`src/rtl/pipe_stage_skid_if.sv`:
```
// ---------------------------------------------------------------------------
// pipe_stage_skid_if
// One valid/ready link between two pipeline stages. It carries a PC, an
// instruction and a sideband field.
//
// Signals:
//   valid  driven by master : entry on pc/inst/side is valid
//   ready  driven by slave  : receiver can take the entry this cycle
//   pc     driven by master : program counter            [PC_W]
//   inst   driven by master : instruction word           [INST_W]
//   side   driven by master : decode hints / exceptions  [SIDE_W]
//
// Modports:
//   master : the side that produces entries (drives valid/pc/inst/side)
//   slave  : the side that consumes entries (drives ready)
// ---------------------------------------------------------------------------
interface pipe_stage_skid_if #(
  parameter int PC_W   = 32,
  parameter int INST_W = 32,
  parameter int SIDE_W = 8
);
  logic              valid;
  logic              ready;
  logic [PC_W-1:0]   pc;
  logic [INST_W-1:0] inst;
  logic [SIDE_W-1:0] side;

  modport master (output valid, output pc, output inst, output side, input ready);
  modport slave  (input valid, input pc, input inst, input side, output ready);
endinterface

```
`src/rtl/pipe_stage_skid.sv`:
```
// ---------------------------------------------------------------------------
// pipe_stage_skid
// Parametrised pipeline-stage register with a valid/ready handshake. It
// replaces a fixed stage latch driven by a global stall vector. With SKID=1
// a second (skid) register absorbs the one extra entry that arrives while
// backpressure propagates. This lets up.ready be a plain flop, which cuts
// the ready timing path at every stage. With SKID=0 the stage is a single
// register and up.ready is combinational.
//
// Parameters:
//   PC_W, INST_W, SIDE_W : field widths (SIDE_W >= 1)
//   NOP_INST             : instruction shown on dn.inst while dn.valid=0
//   SKID                 : 1 = two-entry skid buffer, 0 = single register
//   CNT_W                : width of the saturating bubble counter
//
// Ports:
//   clk        in   rising-edge clock
//   rst_n      in   asynchronous active-low reset
//   flush      in   discard every held entry at the next edge
//   up         in   slave side of the upstream link (up.ready is an output)
//   dn         out  master side of the downstream link (dn.ready is an input)
//   bubble_cnt out  cycles with dn.ready=1 and dn.valid=0, saturating
// ---------------------------------------------------------------------------
module pipe_stage_skid #(
  parameter int          PC_W     = 32,
  parameter int          INST_W   = 32,
  parameter int          SIDE_W   = 8,
  parameter logic [31:0] NOP_INST = 32'h0000_0013,
  parameter int          SKID     = 1,
  parameter int          CNT_W    = 16
) (
  input  logic                 clk,
  input  logic                 rst_n,
  input  logic                 flush,
  pipe_stage_skid_if.slave     up,
  pipe_stage_skid_if.master    dn,
  output logic [CNT_W-1:0]     bubble_cnt
);

  // NOP_INST is truncated or zero-extended to the instruction width.
  localparam logic [INST_W-1:0] NOP_I = INST_W'(NOP_INST);

  typedef enum logic [1:0] {
    EMPTY = 2'd0,
    ONE   = 2'd1,
    TWO   = 2'd2
  } state_t;

  state_t            state;
  logic [PC_W-1:0]   main_pc,   skid_pc;
  logic [INST_W-1:0] main_inst, skid_inst;
  logic [SIDE_W-1:0] main_side, skid_side;
  logic              up_ready_q;
  logic              dn_valid;
  logic              up_ready;
  logic              accept;
  logic              drain;

  // The downstream side is driven only from registers. No up.* input
  // reaches dn.* combinationally.
  assign dn_valid  = (state != EMPTY);
  assign dn.valid  = dn_valid;
  assign dn.pc     = main_pc;
  assign dn.inst   = main_inst;
  assign dn.side   = main_side;

  // With the skid buffer, ready is a flop that falls only when both
  // entries are occupied. Without it, ready is computed from the current
  // occupancy and dn.ready.
  assign up_ready  = (SKID != 0) ? up_ready_q : (!dn_valid || dn.ready);
  assign up.ready  = up_ready;

  assign accept    = up.valid && up_ready;
  assign drain     = dn_valid && dn.ready;

  // Occupancy FSM, data registers and bubble counter.
  // Flush wins over every transition. A handshake in the flush cycle still
  // completes on both sides: the downstream entry counts as consumed and
  // the upstream entry is simply not stored. The bubble counter does not
  // depend on flush.
  always_ff @(posedge clk or negedge rst_n) begin
    if (!rst_n) begin
      state      <= EMPTY;
      main_pc    <= '0;
      main_inst  <= NOP_I;
      main_side  <= '0;
      skid_pc    <= '0;
      skid_inst  <= NOP_I;
      skid_side  <= '0;
      up_ready_q <= 1'b1;
      bubble_cnt <= '0;
    end else begin
      if (dn.ready && !dn_valid && (bubble_cnt != '1)) begin
        bubble_cnt <= bubble_cnt + CNT_W'(1);
      end

      if (flush) begin
        state      <= EMPTY;
        main_pc    <= '0;
        main_inst  <= NOP_I;
        main_side  <= '0;
        skid_pc    <= '0;
        skid_inst  <= NOP_I;
        skid_side  <= '0;
        up_ready_q <= 1'b1;
      end else begin
        case (state)
          EMPTY: begin
            if (accept) begin
              state     <= ONE;
              main_pc   <= up.pc;
              main_inst <= up.inst;
              main_side <= up.side;
            end
          end

          ONE: begin
            // The first branch is only reachable with SKID=1. With SKID=0,
            // an accept while ONE implies dn.ready, and so also a drain.
            if (accept && !drain && (SKID != 0)) begin
              state      <= TWO;
              skid_pc    <= up.pc;
              skid_inst  <= up.inst;
              skid_side  <= up.side;
              up_ready_q <= 1'b0;
            end else if (accept) begin
              main_pc   <= up.pc;
              main_inst <= up.inst;
              main_side <= up.side;
            end else if (drain) begin
              state     <= EMPTY;
              main_pc   <= '0;
              main_inst <= NOP_I;
              main_side <= '0;
            end
          end

          TWO: begin
            // The older entry leaves, and the skid entry moves up to main.
            if (drain) begin
              state      <= ONE;
              main_pc    <= skid_pc;
              main_inst  <= skid_inst;
              main_side  <= skid_side;
              skid_pc    <= '0;
              skid_inst  <= NOP_I;
              skid_side  <= '0;
              up_ready_q <= 1'b1;
            end
          end

          default: begin
            state      <= EMPTY;
            up_ready_q <= 1'b1;
          end
        endcase
      end
    end
  end

endmodule
```
`src/flat_wrapper.sv`:
```
// flat-port wrapper written by rule: the top's interface ports become plain ports
module pipe_stage_skid_flat 
#(
  parameter int          PC_W     = 32,
  parameter int          INST_W   = 32,
  parameter int          SIDE_W   = 8,
  parameter logic [31:0] NOP_INST = 32'h0000_0013,
  parameter int          SKID     = 1,
  parameter int          CNT_W    = 16
)
  (clk, rst_n, flush, bubble_cnt, up_valid, up_pc, up_inst, up_side, up_ready, dn_valid, dn_pc, dn_inst, dn_side, dn_ready);
  pipe_stage_skid_if #(.PC_W(PC_W), .INST_W(INST_W), .SIDE_W(SIDE_W)) up_i ();
  pipe_stage_skid_if #(.PC_W(PC_W), .INST_W(INST_W), .SIDE_W(SIDE_W)) dn_i ();
  input  logic clk;
  input  logic rst_n;
  input  logic flush;
  output logic [CNT_W-1:0] bubble_cnt;
  input wire logic [$bits(up_i.valid)-1:0] up_valid;
  input wire logic [$bits(up_i.pc)-1:0] up_pc;
  input wire logic [$bits(up_i.inst)-1:0] up_inst;
  input wire logic [$bits(up_i.side)-1:0] up_side;
  output wire logic [$bits(up_i.ready)-1:0] up_ready;
  output wire logic [$bits(dn_i.valid)-1:0] dn_valid;
  output wire logic [$bits(dn_i.pc)-1:0] dn_pc;
  output wire logic [$bits(dn_i.inst)-1:0] dn_inst;
  output wire logic [$bits(dn_i.side)-1:0] dn_side;
  input wire logic [$bits(dn_i.ready)-1:0] dn_ready;
  assign up_i.valid = up_valid;
  assign up_i.pc = up_pc;
  assign up_i.inst = up_inst;
  assign up_i.side = up_side;
  assign up_ready = up_i.ready;
  assign dn_valid = dn_i.valid;
  assign dn_pc = dn_i.pc;
  assign dn_inst = dn_i.inst;
  assign dn_side = dn_i.side;
  assign dn_i.ready = dn_ready;
  pipe_stage_skid #(.PC_W(PC_W), .INST_W(INST_W), .SIDE_W(SIDE_W), .NOP_INST(NOP_INST), .SKID(SKID), .CNT_W(CNT_W)) u_core (.clk(clk), .rst_n(rst_n), .flush(flush), .up(up_i), .dn(dn_i), .bubble_cnt(bubble_cnt));
endmodule
```
`config.mk`:
```
export PLATFORM = sky130hd
export DESIGN_NAME = pipe_stage_skid_flat
export DESIGN_NICKNAME = d
export VERILOG_FILES = /design/src/rtl/pipe_stage_skid_if.sv /design/src/rtl/pipe_stage_skid.sv /design/src/flat_wrapper.sv
export SDC_FILE = /design/constraint.sdc
export NUM_CORES = 1
export LEC_CHECK = 0
export CAP_MARGIN = 10
export CORE_UTILIZATION = 46
export CTS_CLUSTER_DIAMETER = 50
export DETAILED_ROUTE_END_ITERATION = 8
export PLACE_DENSITY = 0.88
export SLEW_MARGIN = 20
export SYNTH_ARGS = -nofsm -noshare
export SYNTH_HDL_FRONTEND = slang
export SYNTH_SLANG_ARGS = --single-unit
```
`constraint.sdc`:
```
create_clock -name clk -period 1.99 [get_ports clk]
set_clock_uncertainty 0.05 [all_clocks]
set_input_delay 0.398 -clock clk [delete_from_list [all_inputs] [get_ports clk]]
set_output_delay 0.398 -clock clk [all_outputs]
set_load 0.02 [all_outputs]
```
Word level (Yosys, flattened, before mapping):

Cells that the tools add are included.

* add/sub/neg operators: 1
* equality and inequality tests: 11
* muxes and demuxes: 41
* reduce and logical (&&, ||, !) cells: 15

Operators by type and width (count)
* two-way mux 32 bit: 16
* case mux 32 bit (3 select lines): 2
* case mux 32 bit (2 select lines): 2
* two-way mux 8 bit: 8
* case mux 8 bit (3 select lines): 1
* adder 16 x 1 -> 16 bit, second input constant: 1
* inequality test 16 bit, second input constant: 1
* case mux 8 bit (2 select lines): 1
* two-way mux 2 bit: 6
* inequality test 3 x 2 -> 1 bit, second input constant: 3
* inequality test 4 x 2 -> 1 bit, second input constant: 2
* case mux 2 bit (3 select lines): 1
* AND reduction 3 bit: 2
* logical AND 1 bit: 5
* AND reduction 5 bit: 1
* inequality test 4 bit, second input constant: 1
* AND reduction 4 bit: 1
* nonzero test 4 bit: 1
* two-way mux 1 bit: 3
* inequality test 3 bit, second input constant: 1
* case mux 1 bit (3 select lines): 1
* nonzero test 3 bit: 1
* equality test 2 x 1 -> 1 bit, second input constant: 1
* equality test 2 bit, second input constant: 1
* 4 further kinds: 5

* register bits after elaboration: 163
* output and inout bits: 90

Longest topological paths before layout:

* depth in word-level cells: 7
* gate-level depth with buffers: 10

Worst setup path after synthesis:

No wires, ideal clock.

* kind: reg-to-reg
* from: register u_core.state[0]
* to: register u_core.bubble_cnt[14]
* setup time: 130 ps
* data arrival time: 1963 ps
* path slack: -153 ps
* stages on the path, launching flop included: 8
* path buffers: 0
* path through: dfrtp_1 inv_1 ha_1 nand4_2 or2_4 or3_4 or3_4 xnor2_2

* cells in the longest elaborated chain, start to end: 4

Ends and longest elaborated chain
* start: declaration: RTL line pipe_stage_skid.sv:49 `state_t state;`
* start signal: assignment: RTL line pipe_stage_skid.sv:83 `state <= EMPTY;`
* start signal: assignment: RTL line pipe_stage_skid.sv:98 `state <= EMPTY;`
* start signal: assignment: RTL line pipe_stage_skid.sv:110 `state <= ONE;`
* nonzero test 2 bit: RTL line pipe_stage_skid.sv:61 `assign dn_valid = (state != EMPTY);`
* logical NOT 1 bit
* logical AND 1 bit (2 in series): RTL line pipe_stage_skid.sv:93 `if (dn.ready && !dn_valid && (bubble_cnt != '1)) begin`
* end signal: assignment: RTL line pipe_stage_skid.sv:94 `bubble_cnt <= bubble_cnt + CNT_W'(1);`
* end: declaration: RTL line pipe_stage_skid.sv:37 `output logic [CNT_W-1:0] bubble_cnt`

No other way between the ends.
A chain may end at the register's enable or synchronous reset.

Worst setup path in the final report:

* from: register u_core.state[1]
* to: register u_core.bubble_cnt[14]

Same word-level chain as after synthesis.

==> results.yml <==
final_layout:
  fin_nets: 943
  drive_above_1_share_pct: 14.55
  diodes: 0
  stdcell_count: 1089
  areaGrowthSynthToFinish_pct: 40.11
  fillers: 1234
  final_util_pct: 65.86
critical_path:
  cp-start-kind: "register"
  required_ps: 2240
  cp.arrival_ps: 2210
  r2r_setup_slack_ps: 30
  worst_r2r_path_depth: 7
  endpoint_kind: "register"
  cp_max_fo: 4
  r2r-end: "u_core.bubble_cnt[14]$_DFFE_PN0P_"
  crit_type: "register to register"
  worstReg2RegStart: "u_core.state[1]$_DFFE_PN0P_"
synth:
  ys_warn_count: 0
  synth.most_common_cell: "dfrtp_1"
  ys_seq_elements: 163
  synth_area_um2: 7467
  synthArstFlopShare_pct: 100.0
  synth_top_area_share_pct: 52.28
  ys_types: 41
  ys_top_cells_by_count: "dfrtp_1 (156), nand3_1 (79), a21oi_1 (75), a22oi_1 (70)"
  synth_top_cell_by_area: "dfrtp_1"
  synthCells: 696
  synth-main-ff-cell: "dfrtp_1"
  seq_area_frac_synth_pct: 54.74
  ys_top_cells_by_area: "dfrtp_1 (52%), o2bb2ai_1 (8.1%), a22oi_1 (7.0%)"
  syn_area_per_cell_um2: 10.73
  syn_nets: 779
  synth_edf_count: 0
timing:
  finalMaxSlewViolations: 0
  slew_headroom_pct: 72.57
  final_hold_viol_count: 0
  min_period_ps: 1958
  setup_tns_ps: 0
  setup_ws_ps: 32.43
  fmax_mhz: 510.8
  worst_slew_pin_slew_ps: 411.4
  rsz0062_at_grt: "true"
  min_period_over_period_pct: 98.37
  setup_viol: 0
pwr:
  clock_power_share_pct: 22.8
  p_sw_mw: 5.306
  peakVddDrop_uv: 692.3
  swShare_pct: 38.20
  power_mw: 13.89
  p_comb_share_pct: 43.7
  internal_power_mw: 8.584
  powerDensity_nw_per_um2: 1328
  p_seq_share_pct: 33.5
  p_leak_nw: 4.323
floorplan:
  core_area_um2: 15890
  num_rows: 46
  die_y_um: 129.4
  dieArea_um2: 16750
  initial_core_util_pct: 47.01
  fp.dieW_um: 129.4
  io_pins: 167
route:
  ant_nets: 0
  firstDrtPassIters: 5
  num_vias: 6533
  drc: 0
  initialDrtViolationCount: 602
  routed_wl_mm: 21.35
  viasPerCell: 5.999
  route.detailed.wl_per_inst_um: 19.61
clock_tree:
  clock_sinks: 163
  cts.clk_slew.worst_paths_ps: 70
  htree_levels: 4
  cts_root_buf: "clkbuf_16"
  clk_latency_ps: 410
  cts_made_buffers: 17
  cts_tree: "done"
  cts.path.max_buffers: 2
run:
  drv_cap: 0
place:
  routabilityCongestion: 0.8287
  place_ws_ps: -363.1
  hpwl_mm: 12.78
  dp.cells: 1050
  io_buffers: 166
grt:
  grtUsageTotal_pct: 25.02
  overflow: 0
  grt_max_degree: 59
  grt_pass1_wl_mm: 32.73
  antenna_found_initial: 0
  grt_pass1_vias: 6348
min_path:
  min_path_type: "input port to async pin"
run_status:
  status: "finished clean"
-- power groups by stage --
| stage | Combinational [mW] | Clock (mW) | Sequential (mW) |
|---|---|---|---|
| CTS | 5.67 | 3.23 | 4.64 |
| detailed placement | 5.68 | 0 | 4.67 |
| global route | 6.47 | 3.36 | 4.75 |
| finish | 6.07 | 3.17 | 4.66 |
| floorplan | 2.40 | 0 | 5.29 |
| global placement | 5.55 | 0 | 4.66 |
-- how the worst max path moves through the flow --
stage	start	end	slack, ps	cells past startpoint
floorplan	u_core.state[1]$_DFFE_PN0P_	u_core.bubble_cnt[14]$_DFFE_PN0P_	5	7
global placement	dn_ready	u_core.bubble_cnt[14]$_DFFE_PN0P_	-330	6
detailed placement	dn_ready	u_core.bubble_cnt[14]$_DFFE_PN0P_	-360	6
CTS	u_core.state[0]$_DFFE_PN0P_	u_core.bubble_cnt[14]$_DFFE_PN0P_	9	7
global route	u_core.state[1]$_DFFE_PN0P_	u_core.bubble_cnt[15]$_DFFE_PN0P_	-40	8
finish	u_core.state[1]$_DFFE_PN0P_	u_core.bubble_cnt[14]$_DFFE_PN0P_	30	7
-- stage by stage --
step	cell area (um2)	hold WS, ps
final	10460	385.3
after global routing	10460	413.1
after CTS	10220	380.4
after detailed placement	9646	264.9
after global placement	9646	255.7
after floorplan	7486	52.41
-- final cells by class --
| cell class | instances | area [um2] | area share [%] |
|---|---|---|---|
| flip-flops and latches | 163 | 4088 | 39.07 |
| multi-input cells | 455 | 3223 | 30.81 |
| repair buffers | 217 | 2290 | 21.88 |
| clock buffers | 19 | 442.9 | 4.233 |
| well taps | 216 | 270.3 | 2.583 |
| clock inverters | 13 | 126.4 | 1.208 |
| inverters | 6 | 22.52 | 0.2153 |
-- worst max-delay path, cell delays in order (launching register included) --
cell and delay (ps):
dfrtp_1 390, inv_2 110, ha_4 150, nand4_2 80, or2_4 260, or3_4 330, or3_4 340, xnor2_2 130
-- flip-flops by register name, summed over array words and instances (netlist names) --
name               flops
u_core.skid_side       8
u_core.state           2
u_core.up.ready        1
u_core.dn.side         8
u_core.skid_inst      32
u_core.bubble_cnt     16
u_core.dn.pc          32
u_core.skid_pc        32
u_core.dn.inst        32
-- cell families (layout without fill, tap and decap cells) --
kind of cell,Yosys count,in the layout,synth area share [%]
simple gates,202,202,16.37
xor+xnor,16,16,1.977
mux,1,1,0.1508
fa+ha+maj,6,6,1.005
flops,163,163,54.74
compound gates,230,230,21.60
buf+inv,78,255,4.156
-- per-layer routing --
layer	track usage, %	up-vias	wire, um	share of wire (%)
met4	9.986	0	465	2.2
met2	40.20	276	10560	49
met1	33.98	3290	9138	43
met5	0	-	0	0
li1	-	2928	-	-
met3	4.170	39	1187	5.6
-- what timing repair did --
| action | in CTS | in global routing |
|---|---|---|
| hold endpoints to repair | 27 | 0 |
| pin swaps | 0 | 2 |
| gates resized for setup | 7 | 24 |
| buffers inserted | 0 | 2 |
| hold buffers | 1 | 0 |
| setup endpoints to repair | 5 | 110 |
| cloned | 0 | 4 |
-- cell usage in the layout, fill, tap and decap left out, types with 9 or more instances in the layout --
cell	count
a21oi_1	74
buf_4	31
nand3_1	78
nor2_1	9
o2bb2ai_2	11
buf_12	14
o2bb2ai_1	58
nand2_1	12
clkdlybuf4s50_1	156
clkbuf_16	21
a22oi_1	69
xnor2_1	12
dfrtp_1	156
nand3b_1	69
No activity file was read; power rests on OpenSTA's default activity.
